File: src/rtl/joy2quad_multi.sv
// Multi-channel left/right to Gray quadrature steering encoder with per-channel rate ramp.
// Optional JOY2QUAD_POS_EN adds a saturating signed 8-bit position output per channel.
//
// state    | meaning
// ST_IDLE  | no request or both pressed; phase held, counters parked
// ST_CW    | right held; phase steps +1 every cur_div cycles
// ST_CCW   | left held; phase steps -1 every cur_div cycles
module joy2quad_multi #(
    parameter int NUM_CH     = 2,
    parameter int DIV_W      = 16,
    parameter int SLOW_DIV   = 22500,
    parameter int FAST_DIV   = 5625,
    parameter int DIV_DEC    = 2800,
    parameter int RAMP_STEPS = 8
) (
    input  logic                  clk_sys,
    input  logic                  reset,
    input  logic [NUM_CH-1:0]     left,
    input  logic [NUM_CH-1:0]     right,
    input  logic                  accel_en,
    output logic [2*NUM_CH-1:0]   steer,
    output logic [NUM_CH-1:0]     moving
`ifdef JOY2QUAD_POS_EN
    ,
    output logic [8*NUM_CH-1:0]   pos
`endif
);

    localparam int RW = (RAMP_STEPS > 1) ? $clog2(RAMP_STEPS) : 1;
    localparam logic [DIV_W-1:0] SLOW_V    = DIV_W'(SLOW_DIV);
    localparam logic [DIV_W-1:0] FAST_V    = DIV_W'(FAST_DIV);
    localparam logic [DIV_W:0]   DEC_V     = (DIV_W+1)'(DIV_DEC);
    localparam logic [RW-1:0]    RAMP_LAST = RW'(RAMP_STEPS - 1);

    typedef enum logic [1:0] {ST_IDLE, ST_CW, ST_CCW} state_t;

    function automatic logic [1:0] gray(input logic [1:0] p);
        case (p)
            2'd0:    gray = 2'b00;
            2'd1:    gray = 2'b01;
            2'd2:    gray = 2'b11;
            default: gray = 2'b10;
        endcase
    endfunction

    for (genvar c = 0; c < NUM_CH; c++) begin : g_ch
        state_t           state, state_nx, req;
        logic [1:0]       phase, phase_nx, steer_q;
        logic [DIV_W-1:0] div_cnt, div_cnt_nx, cur_div, cur_div_nx, ramped;
        logic [DIV_W:0]   dec_diff;
        logic [RW-1:0]    ramp_cnt, ramp_cnt_nx;
        logic             moving_q;
`ifdef JOY2QUAD_POS_EN
        logic             step;
        logic signed [7:0] pos_q;
`endif

        always_comb begin
            req         = ST_IDLE;
            state_nx    = state;
            phase_nx    = phase;
            div_cnt_nx  = div_cnt;
            cur_div_nx  = cur_div;
            ramp_cnt_nx = ramp_cnt;
`ifdef JOY2QUAD_POS_EN
            step        = 1'b0;
`endif
            // Wide subtraction: an underflow shows up in the extra top bit.
            dec_diff = {1'b0, cur_div} - DEC_V;
            ramped   = (dec_diff[DIV_W] || (dec_diff[DIV_W-1:0] < FAST_V)) ? FAST_V : dec_diff[DIV_W-1:0];

            if (right[c] && !left[c]) begin
                req = ST_CW;
            end else if (left[c] && !right[c]) begin
                req = ST_CCW;
            end

            state_nx = req;
            if (req != state) begin
                cur_div_nx  = SLOW_V;
                ramp_cnt_nx = '0;
                div_cnt_nx  = (req == ST_IDLE) ? '0 : SLOW_V - DIV_W'(1);
            end else if (req != ST_IDLE) begin
                if (div_cnt != '0) begin
                    div_cnt_nx = div_cnt - DIV_W'(1);
                end else begin
`ifdef JOY2QUAD_POS_EN
                    step = 1'b1;
`endif
                    phase_nx = (req == ST_CW) ? phase + 2'd1 : phase - 2'd1;
                    if (!accel_en) begin
                        cur_div_nx = SLOW_V;
                        div_cnt_nx = SLOW_V - DIV_W'(1);
                    end else if (ramp_cnt == RAMP_LAST) begin
                        ramp_cnt_nx = '0;
                        cur_div_nx  = ramped;
                        div_cnt_nx  = ramped - DIV_W'(1);
                    end else begin
                        ramp_cnt_nx = ramp_cnt + RW'(1);
                        div_cnt_nx  = cur_div - DIV_W'(1);
                    end
                end
            end
        end

        always_ff @(posedge clk_sys) begin
            if (reset) begin
                state    <= ST_IDLE;
                phase    <= 2'd0;
                steer_q  <= 2'b00;
                moving_q <= 1'b0;
                div_cnt  <= '0;
                cur_div  <= SLOW_V;
                ramp_cnt <= '0;
            end else begin
                state    <= state_nx;
                phase    <= phase_nx;
                steer_q  <= gray(phase_nx);
                moving_q <= (state_nx != ST_IDLE);
                div_cnt  <= div_cnt_nx;
                cur_div  <= cur_div_nx;
                ramp_cnt <= ramp_cnt_nx;
            end
        end

`ifdef JOY2QUAD_POS_EN
        always_ff @(posedge clk_sys) begin
            if (reset) begin
                pos_q <= 8'sd0;
            end else if (step) begin
                if (state == ST_CW && pos_q != 8'sd127) begin
                    pos_q <= pos_q + 8'sd1;
                end else if (state == ST_CCW && pos_q != -8'sd128) begin
                    pos_q <= pos_q - 8'sd1;
                end
            end
        end
        assign pos[8*c +: 8] = pos_q;
`endif

        assign steer[2*c +: 2] = steer_q;
        assign moving[c]       = moving_q;
    end

endmodule

File: config.mk
export PLATFORM = sky130hd
export DESIGN_NAME = joy2quad_multi
export DESIGN_NICKNAME = d
export VERILOG_FILES = /design/src/rtl/joy2quad_multi.sv
export SDC_FILE = /design/constraint.sdc
export NUM_CORES = 1
export LEC_CHECK = 0
export ABC_CLOCK_PERIOD_IN_PS = 5250
export BUFFER_PORTS_ARGS = -buffer_cell sky130_fd_sc_hd__buf_4
export CAP_MARGIN = 20
export CORE_MARGIN = 2
export CORE_UTILIZATION = 51
export CTS_CLUSTER_SIZE = 28
export DETAILED_ROUTE_END_ITERATION = 8
export GPL_TIMING_DRIVEN = 1
export HOLD_SLACK_MARGIN = 0.05
export PLACE_DENSITY = 0.7
export SYNTH_ARGS = -nofsm -noshare
export SYNTH_HDL_FRONTEND = slang
export SYNTH_SLANG_ARGS = --single-unit
File: constraint.sdc
create_clock -name clk_sys -period 5.25 [get_ports clk_sys]
set_input_delay 0.7875 -clock clk_sys [delete_from_list [all_inputs] [get_ports clk_sys]]
set_output_delay 0.7875 -clock clk_sys [all_outputs]
set_load 0.05 [all_outputs]
==> out/metrics.yaml, run 1 <==
outcome:
  status: "complete, no violations"
global_routing:
  grt_pass1_vias: 5498
  grt_max_degree: 32
  grt.total_usage_pct: 25.5
  overflow: 0
  antenna_found_initial: 0
  grt_pass1_wl_mm: 26.9
floorplanning:
  fp-row-count: 39
  core_area_um2: 11600
  start_util_pct: 52.7
  die_h_um: 113
  die_x_um: 113
  io_pins: 13
  die_area_um2: 12900
detailed_routing:
  drt-initial-drc-count: 741
  viasPerCell: 6.43
  wl_per_cell_um: 16.9
  drt_wl_total_mm: 16.3
  dr.pass1.iters: 6
  route.detailed.drc: 0
  antenna_left: 0
  vias: 6181
critical_path:
  crit_path_end_kind: "flip-flop"
  cp.depth: 15
  cp_max_fo: 13
  max_stage_delay_ns: 0.57
  cp_num_buf_inv: 0
  r2r_cells: 15
  worst-setup-path-type: "flip-flop to flip-flop"
  worst_path_most_repeated_cell: "nand2_1"
  critPathLaunchType: "flip-flop"
  slowest_stage: "a311oi_4"
  critPathTopFamily: "simple AND/OR/NAND/NOR gates"
  crit_arrival_ns: 4.73
  required_ns: 5.54
  critical_path.cell_chain: "and4_1 -> o22ai_2 -> xor2_1 -> maj3_2 -> a311oi_4 -> nand2_1 -> nand2_1 -> ha_1 -> nor3b_1 -> and2_1 -> a31o_2 -> nand2b_1 -> nor4_1 -> mux2_1 -> nand2_1"
  r2r_setup_slack_ns: 0.81
clocking:
  cts-hold-fix-buffers: 0
  cts-root-buf: "clkbuf_16"
  cts_buffer_depth: 2
  numCtsBuffers: 9
  cts_resized: 0
  cts_htree_levels: 3
  clkSinkCount: 84
  clock_latency_ns: 0.34
  cts_tree: "yes"
  clk_pin_slew_ns: 0.07
  post_cts_buffers: 0
logic_synthesis:
  ys_top_cells_by_area: "dfxtp_1, nand2_1, a21oi_1, nor2_1, ha_1"
  synth_top_area_share_pct: 27.6
  syn_nets: 870
  async_flop_share_pct: 0
  synth_edf_count: 0
  syn_avg_cell_area_um2: 7.24
  syn_inst: 843
  synth-seq-area-share_pct: 27.6
  synth_top_area_cell: "dfxtp_1"
  synth_area_um2: 6100
  yosys_warnings: 0
  synthDistinctLibCells: 80
  synth_ff_type: "dfxtp_1"
  synth_seq_cells: 84
placed_design:
  placed_area_um2: 6150
  port_buffers: 12
  dpl.hpwl_mm: 11.6
  gp_congestion: 0.945
timing:
  period_share_pct: 84.6
  final-setup-viol-count: 0
  final.setup.tns_ns: 0
  layout_min_cycle_time_ns: 4.44
  max_slew_margin_pct: 31.3
  hold_violations: 0
  slew_viol_final: 0
  skew_ns: 0.0103
  rsz0062_at_grt: "false"
  fmax_ghz: 0.225
  tightest_slew_ns: 1.03
pwr:
  switching_share_pct: 29.2
  total_power_mw: 1.71
  p_leak_nw: 2.30
  pwr-share-clk_pct: 41.0
  combPwrFrac_pct: 17.4
  switchingPower_uw: 499
  irDropWorstVdd_v: 0.000169
  power_frac_seq_pct: 41.6
  power.density_nw_per_um2: 263
  p_int_mw: 1.21
hold_path:
  min_path_cells: 2
  hp-class: "flip-flop to flip-flop"
cells_and_area:
  syn2layout_area_growth_pct: 6.15
  antenna_cells: 0
  nets: 840
  drive_gt1_share_pct: 7.09
  final_area_um2: 6470
flow_run:
  drv_cap: 0
-- logic make-up after synthesis --
kind of cell / after synthesis / share of synthesized area (%)
AND/OR/NAND/NOR: 359 / 28.3
AO/OA/AOI/OAI: 250 / 27.1
flip-flops: 84 / 27.6
adder cells (fa/ha/maj): 21 / 4.29
multiplexers: 7 / 1.19
XOR/XNOR: 41 / 6.01
buffers and inverters: 81 / 5.52
-- cells in the mapped netlist (all sizes together), types with 6 or more instances --
master,number
a21oi,78
o21a,12
nand2b,11
nor2b,10
nor3,41
xnor2,24
and3,7
dfxtp,84
o22ai,21
nor4,11
or2,8
a31oi,14
o21ai,52
xor2,17
or3,18
nand2,105
buf,18
inv,23
o211ai,6
a221oi,6
ha,20
nand3,27
nor2,95
clkbuf,38
-- layer usage --
metal	GRT usage, %	part of all wire [%]	vias up
li1	-	-	2997
met5	0	0	-
met2	37.9	43	309
met4	8.54	1.6	0
met3	5.25	8.1	23
met1	37.0	47	2852
-- sequential cells by signal (all words and copies together) (netlist names) --
register,count
g_ch.cur_div,32
g_ch.steer_q,4
g_ch.phase,4
g_ch.state,4
g_ch.div_cnt,32
g_ch.moving_q,2
g_ch.ramp_cnt,6
-- cell type report --
class,count,area (um2)
Sequential cell,84,1680
Fill cell,1094,5090
Clock inverter,6,87.6
Clock buffer,10,239
Timing Repair Buffer,15,113
Tap cell,143,179
Inverter,25,93.8
Multi-Input combinational cell,678,4080
-- power by group through the flow --
stage | clock network (mW) | logic, mW | registers [mW]
finish | 0.700 | 0.297 | 0.709
global route | 0.735 | 0.328 | 0.714
CTS | 0.711 | 0.290 | 0.707
floorplan | 0 | 0.225 | 0.717
global placement | 0 | 0.281 | 0.719
detailed placement | 0 | 0.288 | 0.722
-- worst min-delay path, stage by stage, from the launching register on --
cell     delay [ns]
dfxtp_1        0.32
nand2_1        0.06
nor2_1         0.03
-- per-stage QoR --
step	utilization [%]	setup slack (ns)	hold WS, ns	cells
floorplan	-	1.59	0.419	843
global placement	53.2	1.18	0.442	945
detailed placement	53.2	0.894	0.446	945
CTS	56.0	0.878	0.458	961
global route	56.0	0.470	0.486	961
finish	56.0	0.809	0.455	961
-- worst paths after layout --
kind / startpoint / end
setup / recovery: g_ch[1].cur_div[6] / g_ch[1].div_cnt[14]
hold / removal: g_ch[1].cur_div[1] / g_ch[1].cur_div[1]
setup reg to reg: g_ch[1].cur_div[6] / g_ch[1].div_cnt[14]
hold reg to reg: g_ch[1].cur_div[1] / g_ch[1].cur_div[1]
-- cell usage in the layout (no fill, tap or decap), types with 9 or more instances in the layout --
master       n
ha_1        20
nor2b_1     10
xor2_1      17
inv_1       23
xnor2_1     23
a21oi_1     76
nand2_1    105
nor4_1      10
o21ai_0     48
dfxtp_1     84
nor3_1      39
a31oi_1     14
o21a_1      12
clkbuf_16    9
nor2_1      94
buf_4       15
o22ai_1     20
nand2b_1    11
nand3_1     26
or3_1       18
Note: power is estimated with default switching activity, not from simulation.
==> inputs of run 2 (changes only) <==
--- a/config.mk
+++ b/config.mk
@@ -5,7 +5,7 @@
 export SDC_FILE = /design/constraint.sdc
 export NUM_CORES = 1
 export LEC_CHECK = 0
-export ABC_CLOCK_PERIOD_IN_PS = 5250
+export ABC_CLOCK_PERIOD_IN_PS = 3800
 export BUFFER_PORTS_ARGS = -buffer_cell sky130_fd_sc_hd__buf_4
 export CAP_MARGIN = 20
 export CORE_MARGIN = 2
@@ -14,7 +14,7 @@
 export DETAILED_ROUTE_END_ITERATION = 8
 export GPL_TIMING_DRIVEN = 1
 export HOLD_SLACK_MARGIN = 0.05
-export PLACE_DENSITY = 0.7
+export PLACE_DENSITY = 0.73
 export SYNTH_ARGS = -nofsm -noshare
 export SYNTH_HDL_FRONTEND = slang
 export SYNTH_SLANG_ARGS = --single-unit
==> constraint.sdc (replaced) <==
create_clock -name clk_sys -period 3.8 [get_ports clk_sys]
set_input_delay 0.57 -clock clk_sys [delete_from_list [all_inputs] [get_ports clk_sys]]
set_output_delay 0.57 -clock clk_sys [all_outputs]
set_load 0.05 [all_outputs]
==> run 2 against run 1 <==
  * Core utilization up 2.4 points
  * Global-route usage up 1.6 points
  * Sequential share of layout area down 1.0 points
  * Die area unchanged
  * Final area up 4.3%
  * Final cell count up 3.2%
  * Hold slack better by 0.0077 ns
  * Non-clock buffer count up 31
  * Wire length up 4.9%
  * Combinational power up 44%
==> out/metrics.yaml, run 2 (synthesized netlist as in run 1, its figures left out) <==
timing:
  skew_ns: 0.00930
  timing.hold.ws_ns: 0.462
  max_slew_margin_pct: 32.1
  layout_min_cycle_time_ns: 3.62
  final.setup.tns_ns: 0
  tightest_slew_ns: 1.01
  fmax_ghz: 0.276
  hold_violations: 0
  rsz0062_at_grt: "true"
  slew_viol_final: 0
  final-setup-viol-count: 0
  period_share_pct: 95.3
floorplanning:
  fp-row-count: 39
  core_area_um2: 11600
  die_x_um: 113
  io_pins: 13
  die_h_um: 113
  die_area_um2: 12900
  start_util_pct: 52.7
clocking:
  clk_pin_slew_ns: 0.07
  cts_htree_levels: 3
  cts-root-buf: "clkbuf_16"
  cts-hold-fix-buffers: 0
  cts_buffer_depth: 2
  clock_latency_ns: 0.36
  numCtsBuffers: 9
  cts_tree: "yes"
  clkSinkCount: 84
  post_cts_buffers: 0
detailed_routing:
  dr.pass1.iters: 6
  route.detailed.drc: 0
  wl_per_cell_um: 17.2
  drt-initial-drc-count: 726
  antenna_left: 0
  vias: 6349
  viasPerCell: 6.40
  drt_wl_total_mm: 17.0
critical_path:
  critical_path.cell_chain: "inv_1 -> ha_1 -> and3b_1 -> nand4b_1 -> a22oi_1 -> or3_1 -> a311oi_4 -> nand2_1 -> nand2_1 -> ha_1 -> nor3b_4 -> and2_1 -> a31o_2 -> nand2b_1 -> nor4_2 -> mux2_1 -> nand2_1"
  cp_max_fo: 10
  cp_num_buf_inv: 1
  required_ns: 4.10
  critPathLaunchType: "flip-flop"
  crit_path_end_kind: "flip-flop"
  critPathTopFamily: "simple AND/OR/NAND/NOR gates"
  worst_path_most_repeated_cell: "nand2_1"
  slowest_stage: "dfxtp_2"
  worst-setup-path-type: "flip-flop to flip-flop"
  crit_arrival_ns: 3.92
  max_stage_delay_ns: 0.42
flow_run:
  drv_cap: 0
cells_and_area:
  drive_gt1_share_pct: 11.8
  reg_top3: "g_ch.cur_div: 32 flops, g_ch.div_cnt: 32 flops, g_ch.ramp_cnt: 6 flops"
  antenna_cells: 0
  nets: 871
  utilization_pct: 58.4
  layout_common_cells: "nand2_1, nor2_1, dfxtp_1"
  layout_commonest_cell: "nand2_1"
  final_cells: 992
  syn2layout_area_growth_pct: 10.7
placed_design:
  gp_congestion: 0.995
  port_buffers: 12
  dpl.hpwl_mm: 12.2
  dp.cells: 975
global_routing:
  overflow: 0
  grt.total_usage_pct: 27.2
  grt_pass1_vias: 5839
  grt_pass1_wl_mm: 28.6
  antenna_found_initial: 0
  grt_max_degree: 32
pwr:
  power.density_nw_per_um2: 346
  p_leak_nw: 2.45
  irDropWorstVdd_v: 0.000193
outcome:
  status: "complete, no violations"
hold_path:
  hp-class: "flip-flop to flip-flop"
## run 2: cell types whose count changed in the layout (fill, tap and decap cells not counted), moves of 2 or more
cell	before	now
buf_4	15	46
clkinv_4	2	0
dfxtp_1	84	81
dfxtp_2	0	3
ha_1	20	18
inv_6	0	3
o21ai_0	48	46
## run 2: repair_timing
item | CTS | global route
hold endpoints to repair | 0 | 0
endpoints found under the setup margin | 6 | 16
gates resized for setup | 4 | 12
## run 2: stage by stage
stage                     cell area [um2]  setup WS, ns  total power, mW
after floorplan                      6100         0.137             1.30
after global placement               6370       0.00787             1.40
after detailed placement             6370        -0.153             1.41
after CTS                            6700        0.0187             2.34
after global routing                 6760       -0.0231             2.43
final                                6760         0.180             2.34
## run 2: report_power, final
group          switching, mW  internal (mW)  leakage, nW
Clock                  0.399          0.534        0.150
Sequential            0.0467          0.930        0.684
Combinational          0.274          0.154         1.62
Total                  0.720           1.62         2.45
## run 2: tightest hold or removal path: stages, from the launching register on
cell	delay (ns)
dfxtp_1	0.33
nand2_1	0.06
nor2_1	0.03
## run 2: path summary, 6_finish.rpt
kind              slack [ns]                from  cells after the start                  end
hold reg to reg         0.46  g_ch[1].cur_div[1]                      2   g_ch[1].cur_div[1]
hold / removal          0.46  g_ch[1].cur_div[1]                      2   g_ch[1].cur_div[1]
setup reg to reg        0.18  g_ch[1].cur_div[4]                     17  g_ch[1].div_cnt[14]
setup / recovery        0.18  g_ch[1].cur_div[4]                     17  g_ch[1].div_cnt[14]
## run 2: layer usage
layer	global-route usage [%]	vias to the layer above	part of all wire (%)
met5	0	-	0
met4	11.1	0	2.5
met3	4.93	36	7.6
met2	40.9	284	43
met1	38.4	2970	47
li1	-	3059	-
## run 2: final cells by class
cell class                      count  area, um2
Sequential cell                    84       1690
Clock inverter                      6       68.8
Tap cell                          143        179
Fill cell                        1042       4810
Multi-Input combinational cell    678       4140
Clock buffer                       10        239
Timing Repair Buffer               46        345
Inverter                           25       93.8
==> inputs of run 3 (changes only) <==
--- a/config.mk
+++ b/config.mk
@@ -5,7 +5,7 @@
 export SDC_FILE = /design/constraint.sdc
 export NUM_CORES = 1
 export LEC_CHECK = 0
-export ABC_CLOCK_PERIOD_IN_PS = 3800
+export ABC_CLOCK_PERIOD_IN_PS = 4100
 export BUFFER_PORTS_ARGS = -buffer_cell sky130_fd_sc_hd__buf_4
 export CAP_MARGIN = 20
 export CORE_MARGIN = 2
@@ -14,7 +14,8 @@
 export DETAILED_ROUTE_END_ITERATION = 8
 export GPL_TIMING_DRIVEN = 1
 export HOLD_SLACK_MARGIN = 0.05
-export PLACE_DENSITY = 0.73
+export PLACE_DENSITY = 0.7
+export RECOVER_POWER = 50
 export SYNTH_ARGS = -nofsm -noshare
 export SYNTH_HDL_FRONTEND = slang
 export SYNTH_SLANG_ARGS = --single-unit
==> constraint.sdc (replaced) <==
create_clock -name clk_sys -period 4.1 [get_ports clk_sys]
set_input_delay 0.615 -clock clk_sys [delete_from_list [all_inputs] [get_ports clk_sys]]
set_output_delay 0.615 -clock clk_sys [all_outputs]
set_load 0.05 [all_outputs]
==> run 3 against run 2 <==
  * Sequential share of layout area up 0.84 points
  * Critical endpoint is now g_ch[0].div_cnt[12]
  * Via count down 2.7%
  * Die area unchanged
  * Largest cell class unchanged
  * Largest power group unchanged
==> out/metrics.yaml, run 3 (synthesized netlist as in run 1, its figures left out) <==
detailed_routing:
  wl_per_cell_um: 17.0
  wl_met2_mm: 7.03
  vias: 6177
  dr.pass1.iters: 7
  wl_met3_mm: 1.38
  antenna_left: 0
  route.detailed.drc: 0
  viasPerCell: 6.30
  wl_met1_mm: 7.99
  drt_wl_total_mm: 16.7
  top_layer_used: "met4"
  drt-initial-drc-count: 640
clocking:
  numCtsBuffers: 9
  cts-root-buf: "clkbuf_16"
  cts_htree_levels: 3
  clkSinkCount: 84
  post_cts_buffers: 0
  clk_pin_slew_ns: 0.06
  cts-hold-fix-buffers: 0
  cts_tree: "yes"
  cts_resized: 0
  clock_latency_ns: 0.35
  cts_buffer_depth: 2
critical_path:
  worst-setup-path-type: "flip-flop to flip-flop"
  r2r-end: "g_ch[0].div_cnt[12]"
  slowest_stage: "a311oi_1"
  r2r-start: "g_ch[0].cur_div[5]"
  critPathTopFamily: "compound AO/OA/AOI/OAI gates"
  critPathLaunchType: "flip-flop"
  r2r_cells: 14
  worst_path_most_repeated_cell: "nand2_1"
  startpoint: "g_ch[0].cur_div[5]"
  crit_arrival_ns: 4.06
  r2r_setup_slack_ns: 0.26
  crit_path_end_kind: "flip-flop"
  required_ns: 4.33
  cp-endpoint: "g_ch[0].div_cnt[12]"
  critical_path.cell_chain: "ha_1 -> a311oi_1 -> nor2_2 -> xnor2_1 -> o311a_4 -> nand2_1 -> nand2_1 -> a21oi_1 -> ha_1 -> nand2_1 -> or3_1 -> and4bb_1 -> xnor2_1 -> o22ai_1"
  cp_max_fo: 8
  cp_num_buf_inv: 0
  max_stage_delay_ns: 0.48
  cp.depth: 14
global_routing:
  grt.total_usage_pct: 26.2
  grt_pass1_vias: 5545
  antenna_found_initial: 0
  overflow: 0
  grt_pass1_wl_mm: 27.6
  grt_max_degree: 32
timing:
  fmax_ghz: 0.261
  timing.hold.ws_ns: 0.466
  max_slew_margin_pct: 21.3
  slew_viol_final: 0
  tightest_slew_ns: 1.18
  skew_ns: 0.00522
  period_share_pct: 93.5
  layout_min_cycle_time_ns: 3.84
  final.setup.tns_ns: 0
  rsz0062_at_grt: "false"
  final-setup-viol-count: 0
  hold_violations: 0
pwr:
  power.density_nw_per_um2: 313
  combPwrFrac_pct: 18.5
  p_int_mw: 1.40
  power_frac_seq_pct: 44.3
  p_leak_nw: 2.33
  irDropWorstVdd_v: 0.000182
  switching_share_pct: 31.4
  pwr-share-clk_pct: 37.2
  switchingPower_uw: 641
placed_design:
  gp_congestion: 0.971
  dpl.hpwl_mm: 11.9
  port_buffers: 12
floorplanning:
  start_util_pct: 52.7
  io_pins: 13
  die_area_um2: 12900
  core_area_um2: 11600
  fp-row-count: 39
  die_h_um: 113
  die_x_um: 113
cells_and_area:
  drive_gt1_share_pct: 7.76
  layout_commonest_cell: "nand2_1"
  syn2layout_area_growth_pct: 6.89
  reg_top3: "g_ch.cur_div: 32 flops, g_ch.div_cnt: 32 flops, g_ch.ramp_cnt: 6 flops"
  antenna_cells: 0
  fillers: 1087
  nets: 860
  layout_common_cells: "nand2_1, nor2_1, dfxtp_1"
outcome:
  status: "complete, no violations"
flow_run:
  drv_cap: 0
hold_path:
  hp-class: "flip-flop to flip-flop"
-- run 3: changes by cell type in the layout (fill, tap and decap cells not counted), moves of 3 or more --
cell	previous run	this run
clkbuf_1	0	11
dfxtp_1	81	84
dfxtp_2	3	0
buf_4	46	23
-- run 3: how the worst min path moves through the flow --
stage,startpoint,endpoint,slack (ns),cells past startpoint
2_1_floorplan,g_ch[1].cur_div[1],g_ch[1].cur_div[1],0.42,2
3_3_place_gp,g_ch[1].cur_div[1],g_ch[1].cur_div[1],0.44,2
3_5_place_dp,g_ch[1].cur_div[1],g_ch[1].cur_div[1],0.45,2
4_1_cts,g_ch[1].cur_div[1],g_ch[1].cur_div[1],0.47,2
5_1_grt,g_ch[1].cur_div[1],g_ch[1].cur_div[1],0.48,2
6_report,g_ch[1].cur_div[1],g_ch[1].cur_div[1],0.47,2
-- run 3: final cells by class --
cell class | count | area [um2] | share of cell area (%)
multi-input combinational | 678 | 4070 | 62.4
sequential | 84 | 1680 | 25.8
clock buffer | 10 | 229 | 3.51
timing repair buffer | 35 | 225 | 3.45
tap | 143 | 179 | 2.74
inverter | 25 | 93.8 | 1.44
clock inverter | 6 | 40.0 | 0.614
-- run 3: power by group through the flow --
stage | Sequential, mW | Combinational, mW | Clock [mW]
floorplan | 0.918 | 0.288 | 0
global placement | 0.920 | 0.369 | 0
detailed placement | 0.923 | 0.378 | 0
CTS | 0.905 | 0.379 | 0.772
global route | 0.911 | 0.423 | 0.812
finish | 0.905 | 0.378 | 0.761
-- run 3: routing by layer --
layer	vias to the layer above	global-route usage (%)
met4	0	7.97
met5	-	0
met3	30	6.70
met1	2813	37.7
li1	3045	-
met2	289	38.5
-- run 3: stage by stage --
stage / instance area, um2 / util, % / instances / power [mW] / worst slack, ns
after floorplan: 6100 / - / 843 / 1.21 / 0.437
after detailed placement: 6300 / 54.5 / 965 / 1.30 / 0.103
final: 6520 / 56.4 / 981 / 2.04 / 0.265
after global routing: 6520 / 56.4 / 981 / 2.15 / 0.0109
after global placement: 6300 / 54.5 / 965 / 1.29 / 0.273
after CTS: 6570 / 56.8 / 981 / 2.06 / 0.0896
-- run 3: worst min-delay path: cells and delay by family, from the launching register on --
kind	cells	cell delay (ns)
AND/OR/NAND/NOR	2	0.09
flip-flops	1	0.33
